===== src/rtl/uart_tx_fifo_ctrl_pkg.sv =====
// Shared definitions for the buffered UART transmitter: FSM encoding and sizing helpers.
package uart_tx_fifo_ctrl_pkg;

    // Same bit period as the 16-clock-per-bit receiver.
    localparam int unsigned DefaultClksPerBit = 16;

    typedef enum logic [1:0] {
        StIdle  = 2'd0,
        StStart = 2'd1,
        StData  = 2'd2,
        StStop  = 2'd3
    } tx_state_e;

    // Counter width able to hold 0..n-1, never narrower than one bit.
    function automatic int unsigned cnt_width(input int unsigned n);
        return (n <= 1) ? 1 : $clog2(n);
    endfunction

endpackage


===== src/rtl/uart_byte_fifo.sv =====
// Synchronous byte FIFO with show-ahead read data and a level output.
module uart_byte_fifo #(
    parameter int unsigned FIFO_DEPTH = 4
) (
    input  logic                        clk,
    input  logic                        rst_n,
    input  logic                        push,
    input  logic                        pop,
    input  logic [7:0]                  din,
    output logic [7:0]                  dout,
    output logic                        full,
    output logic                        empty,
    output logic [$clog2(FIFO_DEPTH):0] level
);

    localparam int unsigned AW = $clog2(FIFO_DEPTH);
    localparam logic [AW:0] PtrOne = (AW+1)'(1);

    // Extra MSB on each pointer separates full from empty when the indices match.
    logic [AW:0] wr_ptr_q, rd_ptr_q;
    logic [7:0]  mem_q [FIFO_DEPTH];
    logic        do_push, do_pop;

    // A push into a full FIFO is dropped even if a pop happens on the same edge.
    assign do_push = push && !full;
    assign do_pop  = pop && !empty;

    assign empty = (wr_ptr_q == rd_ptr_q);
    assign full  = (wr_ptr_q[AW] != rd_ptr_q[AW]) && (wr_ptr_q[AW-1:0] == rd_ptr_q[AW-1:0]);
    assign level = wr_ptr_q - rd_ptr_q;
    assign dout  = mem_q[rd_ptr_q[AW-1:0]];

    // Pointer registers; reset flushes the queue.
    always_ff @(posedge clk or negedge rst_n) begin
        if (!rst_n) begin
            wr_ptr_q <= '0;
            rd_ptr_q <= '0;
        end else begin
            if (do_push) wr_ptr_q <= wr_ptr_q + PtrOne;
            if (do_pop)  rd_ptr_q <= rd_ptr_q + PtrOne;
        end
    end

    // Storage array; contents need no reset since the pointers define validity.
    always_ff @(posedge clk) begin
        if (do_push) mem_q[wr_ptr_q[AW-1:0]] <= din;
    end

endmodule


===== src/rtl/uart_tx_fifo_ctrl.sv =====
// 8N1 UART transmitter fed from a byte FIFO; frames are sent back-to-back with no idle gap.
module uart_tx_fifo_ctrl
    import uart_tx_fifo_ctrl_pkg::*;
#(
    parameter int unsigned CLKS_PER_BIT = DefaultClksPerBit,
    parameter int unsigned STOP_BITS    = 1,
    parameter int unsigned FIFO_DEPTH   = 4
) (
    input  logic                        clk,
    input  logic                        rst_n,
    input  logic [7:0]                  in_data,
    input  logic                        in_valid,
    output logic                        in_ready,
    output logic                        tx,
    output logic                        busy,
    output logic                        done,
    output logic [$clog2(FIFO_DEPTH):0] fifo_level
);

    localparam int unsigned BAUD_W = cnt_width(CLKS_PER_BIT * STOP_BITS);
    localparam logic [BAUD_W-1:0] BitLast  = BAUD_W'(CLKS_PER_BIT - 1);
    localparam logic [BAUD_W-1:0] StopLast = BAUD_W'(CLKS_PER_BIT * STOP_BITS - 1);
    // done is registered, so it is set one cycle early to land on the last stop cycle.
    localparam logic [BAUD_W-1:0] DoneAt   = BAUD_W'(CLKS_PER_BIT * STOP_BITS - 2);
    localparam logic [BAUD_W-1:0] BaudOne  = BAUD_W'(1);

    tx_state_e         state_q, state_d;
    logic [BAUD_W-1:0] baud_q, baud_d;
    logic [2:0]        bit_q, bit_d;
    logic [7:0]        shift_q, shift_d;
    logic              tx_q, tx_d;
    logic              busy_q, busy_d;
    logic              done_q, done_d;

    logic       fifo_pop, fifo_full, fifo_empty;
    logic [7:0] fifo_dout;

    uart_byte_fifo #(
        .FIFO_DEPTH (FIFO_DEPTH)
    ) u_fifo (
        .clk   (clk),
        .rst_n (rst_n),
        .push  (in_valid),
        .pop   (fifo_pop),
        .din   (in_data),
        .dout  (fifo_dout),
        .full  (fifo_full),
        .empty (fifo_empty),
        .level (fifo_level)
    );

    assign in_ready = !fifo_full;
    assign tx       = tx_q;
    assign busy     = busy_q;
    assign done     = done_q;

    // Next-state logic: bit timing, shifting, and popping the next byte at frame boundaries.
    always_comb begin
        state_d  = state_q;
        baud_d   = baud_q;
        bit_d    = bit_q;
        shift_d  = shift_q;
        tx_d     = tx_q;
        done_d   = 1'b0;
        fifo_pop = 1'b0;
        unique case (state_q)
            StIdle: begin
                if (!fifo_empty) begin
                    fifo_pop = 1'b1;
                    shift_d  = fifo_dout;
                    tx_d     = 1'b0;
                    baud_d   = '0;
                    state_d  = StStart;
                end
            end
            StStart: begin
                if (baud_q == BitLast) begin
                    baud_d  = '0;
                    bit_d   = 3'd0;
                    tx_d    = shift_q[0];
                    state_d = StData;
                end else begin
                    baud_d = baud_q + BaudOne;
                end
            end
            StData: begin
                if (baud_q == BitLast) begin
                    baud_d = '0;
                    if (bit_q == 3'd7) begin
                        tx_d    = 1'b1;
                        state_d = StStop;
                    end else begin
                        bit_d   = bit_q + 3'd1;
                        shift_d = {1'b0, shift_q[7:1]};
                        tx_d    = shift_q[1];
                    end
                end else begin
                    baud_d = baud_q + BaudOne;
                end
            end
            StStop: begin
                if (baud_q == DoneAt) done_d = 1'b1;
                if (baud_q == StopLast) begin
                    baud_d = '0;
                    if (!fifo_empty) begin
                        // Start bit follows the stop bit directly for contiguous frames.
                        fifo_pop = 1'b1;
                        shift_d  = fifo_dout;
                        tx_d     = 1'b0;
                        state_d  = StStart;
                    end else begin
                        state_d = StIdle;
                    end
                end else begin
                    baud_d = baud_q + BaudOne;
                end
            end
            default: state_d = StIdle;
        endcase
        busy_d = (state_d != StIdle);
    end

    // State and output registers; reset aborts any frame in flight with the line idle.
    always_ff @(posedge clk or negedge rst_n) begin
        if (!rst_n) begin
            state_q <= StIdle;
            baud_q  <= '0;
            bit_q   <= 3'd0;
            shift_q <= 8'h00;
            tx_q    <= 1'b1;
            busy_q  <= 1'b0;
            done_q  <= 1'b0;
        end else begin
            state_q <= state_d;
            baud_q  <= baud_d;
            bit_q   <= bit_d;
            shift_q <= shift_d;
            tx_q    <= tx_d;
            busy_q  <= busy_d;
            done_q  <= done_d;
        end
    end

endmodule


===== config.mk =====
export PLATFORM = sky130hd
export DESIGN_NAME = uart_tx_fifo_ctrl
export DESIGN_NICKNAME = d
export VERILOG_FILES = /design/src/rtl/uart_tx_fifo_ctrl_pkg.sv /design/src/rtl/uart_byte_fifo.sv /design/src/rtl/uart_tx_fifo_ctrl.sv
export SDC_FILE = /design/constraint.sdc
export NUM_CORES = 1
export LEC_CHECK = 0
export BUFFER_PORTS_ARGS = -buffer_cell sky130_fd_sc_hd__buf_2
export CELL_PAD_IN_SITES_DETAIL_PLACEMENT = 1
export CELL_PAD_IN_SITES_GLOBAL_PLACEMENT = 1
export CORE_ASPECT_RATIO = 0.75
export CORE_MARGIN = 4
export CORE_UTILIZATION = 40
export CTS_CLUSTER_DIAMETER = 60
export DETAILED_ROUTE_END_ITERATION = 6
export PLACE_DENSITY_LB_ADDON = 0.1
export SYNTH_ARGS = -nofsm -noshare
export SYNTH_HDL_FRONTEND = slang
export SYNTH_HIERARCHICAL = 1
export SYNTH_SLANG_ARGS = --single-unit

===== constraint.sdc =====
create_clock -name clk -period 3.25 [get_ports clk]
set_clock_uncertainty 0.2 [all_clocks]
set_input_delay 0.1625 -clock clk [delete_from_list [all_inputs] [get_ports clk]]
set_output_delay 0.1625 -clock clk [all_outputs]
set_load 0.005 [all_outputs]

==> out/metrics.yaml <==
global_route:
  grt_overflow: 0
  antenna_found_initial: 0
  grt_pass1_wl_um: 11300
  grt_pass1_vias: 2146
  track_usage_pct: 16.9
  grt_max_degree: 27
synthesis:
  synth_ff_type: "edfxtp_1"
  ys_seq_elements: 58
  synth-xor-area-share_pct: 1.45
  syn_area_um2: 2940
  syn_nets: 263
  synthSimpleGateAreaFrac_pct: 12.2
  yosys.area.top_type: "edfxtp_1"
  synth_top_family_by_area: "simple AND/OR/NAND/NOR gates"
  synth_edf_count: 32
  ys_types: 47
  avgSynthCellArea_um2: 12.5
  synth_top_cell_area_share_pct: 32.7
  ys_seq_area_share_pct: 54.9
  yosys-top-cells-area: "edfxtp_1, dfrtp_1, ha_1"
  yosysWarningCount: 6
  muxShareOfSynthArea_pct: 8.23
  synth_compound_area_share_pct: 10.6
  netlist_instances: 235
  synthArstFlopShare_pct: 44.8
  synthAdderAreaFrac_pct: 7.50
placement:
  port_buffers: 17
  hpwl_um: 4460
  placedCellCount: 341
  place_area_um2: 3120
  routabilityCongestion: 0.762
routing:
  route.detailed.drc: 0
  ant_nets: 0
  via_count: 1947
  finalWirelength_um: 6500
  drtIter0Drc: 97
  drtPass1Iterations: 4
  vias_per_cell: 5.31
  wire_per_inst_um: 17.7
floorplanning:
  ios: 18
  coreArea_um2: 6960
  start_util_pct: 42.2
  chipWidth_um: 107
  row_count: 26
  die_h_um: 82.2
  dieArea_um2: 8790
critical_path:
  end_kind: "register"
  critPathLaunchType: "register"
  timing.reg2reg.setup_slack_ns: 0.66
  startpoint: "u_fifo/wr_ptr_q[0]"
  crit_path_end: "busy"
  r2r-end: "busy"
  rr_worst_depth: 8
  crit_type: "register to register"
  required_ns: 3.25
  r2r-start: "u_fifo/wr_ptr_q[0]"
  critPathMaxFanout: 11
  critPathArrivalTime_ns: 2.58
sta:
  period_share_pct: 79.6
  fin_setup_tns_ns: 0
  timing.fmax_mhz: 387
  min_period_ns: 2.59
  rsz0062_at_grt: "false"
  worst_pin_slew_ns: 0.638
  slew_violations: 0
  max_slew_margin_pct: 57.5
  finalSetupViolCount: 0
  final_hold_viol_count: 0
final_layout:
  area.growth.synth_to_final_pct: 17.1
  most-common-layout-cells: "edfxtp_1, inv_1, dfrtp_1, buf_2"
  final_cell_count_no_fill: 367
  final_common_cell: "edfxtp_1"
  drive_gt1_share_pct: 20.1
  final_net_count: 292
  final_area_um2: 3440
  antenna_cells: 0
clocking:
  cts_buffer_depth: 2
  cts_hold_buf: 10
  cts_setup_buffers: 0
  clkTransAtPathRegs_ns: 0.07
  cts_resized: 0
  root_buffer: "clkbuf_8"
  h-tree-depth: 3
  cts_inserted_buffers: 9
  cts_sinks: 58
  clk_latency_ns: 0.34
  cts_tree: "built"
hold_path:
  hold_path.class: "primary input to async pin"
power_and_ir_drop:
  p_per_area_nw_per_um2: 895
  total_power_mw: 3.07
  peakVddDrop_v: 0.000463
  p_leak_nw: 1.42
run_status:
  status: "finished clean"
job:
  drv_cap: 0
-- critical path: stages, from the launching register on --
cell and delay (ns):
dfrtp_1 0.40, inv_1 0.10, ha_1 0.34, nand2_1 0.15, nor2_1 0.51, buf_4 0.25
nor2b_1 0.05, o21ai_0 0.27, nand4b_1 0.15
-- cells in the mapped netlist, types with 2 or more instances --
master and count:
nor3_1 8, and3_1 7, o211ai_1 3, nand2_1 16
a21oi_1 10, a311oi_1 7, nand3_1 4, nor2b_1 3
or4_1 7, o221ai_1 5, inv_1 25, a31o_2 2
o21ai_0 8, nor2_1 3, a211oi_1 2, mux4_2 8
mux2_4 2, clkbuf_1 9, edfxtp_1 32, nand2b_1 2
or3_1 2, ha_1 16, xnor2_1 3, dfrtp_1 25
buf_2 3, mux2i_1 2
-- state kept, by name (all words and copies together), names as in the netlist --
register         cells
u_fifo/mem_q        32
shift_q              8
baud_q               4
bit_q                3
u_fifo/rd_ptr_q      3
u_fifo/wr_ptr_q      3
state_q              2
busy                 1
done                 1
tx                   1
-- area by class of cell --
| cell class | count | area, um^2 |
|---|---|---|
| clock buffer | 9 | 124 |
| clock inverter | 7 | 92.6 |
| fill | 761 | 3530 |
| inverter | 25 | 93.8 |
| multi-input combinational | 139 | 1170 |
| sequential | 58 | 1610 |
| tap | 98 | 123 |
| timing repair buffer | 31 | 215 |
-- power breakdown --
group	total (mW)	internal [mW]	switching, mW
Clock	0.737	0.430	0.307
Combinational	1.18	0.542	0.641
Sequential	1.15	1.01	0.144
Total	3.07	1.98	1.09
-- cell families (layout without fill, tap and decap cells) --
kind of cell | after synthesis | in the layout
adder cells (fa/ha/maj) | 17 | 17
AO/OA/AOI/OAI | 44 | 44
buffers and inverters | 38 | 72
flip-flops | 58 | 58
XOR/XNOR | 4 | 4
multiplexers | 13 | 13
AND/OR/NAND/NOR | 61 | 61
-- per-layer routing --
layer	global-route usage [%]	vias up	wire length [um]
li1	-	935	-
met2	26.8	28	2990
met1	23.1	978	3250
met5	0	-	0
met3	5.28	6	198
met4	3.83	0	57
-- through the flow --
step	setup WS (ns)	util [%]	hold WS, ns
detailed placement	0.685	44.8	0.0278
finish	0.663	49.4	0.173
global placement	0.801	44.8	0.0229
global route	0.377	49.4	0.219
floorplan	0.699	-	-0.333
CTS	0.638	49.4	0.193
-- worst min path at each step --
stage / start / end
after floorplan: rst_n / baud_q[0]
after global placement: rst_n / shift_q[7]
after detailed placement: rst_n / shift_q[6]
after CTS: rst_n / shift_q[6]
after global routing: rst_n / shift_q[6]
final: rst_n / shift_q[6]
Power figures use the tool's default switching activity.
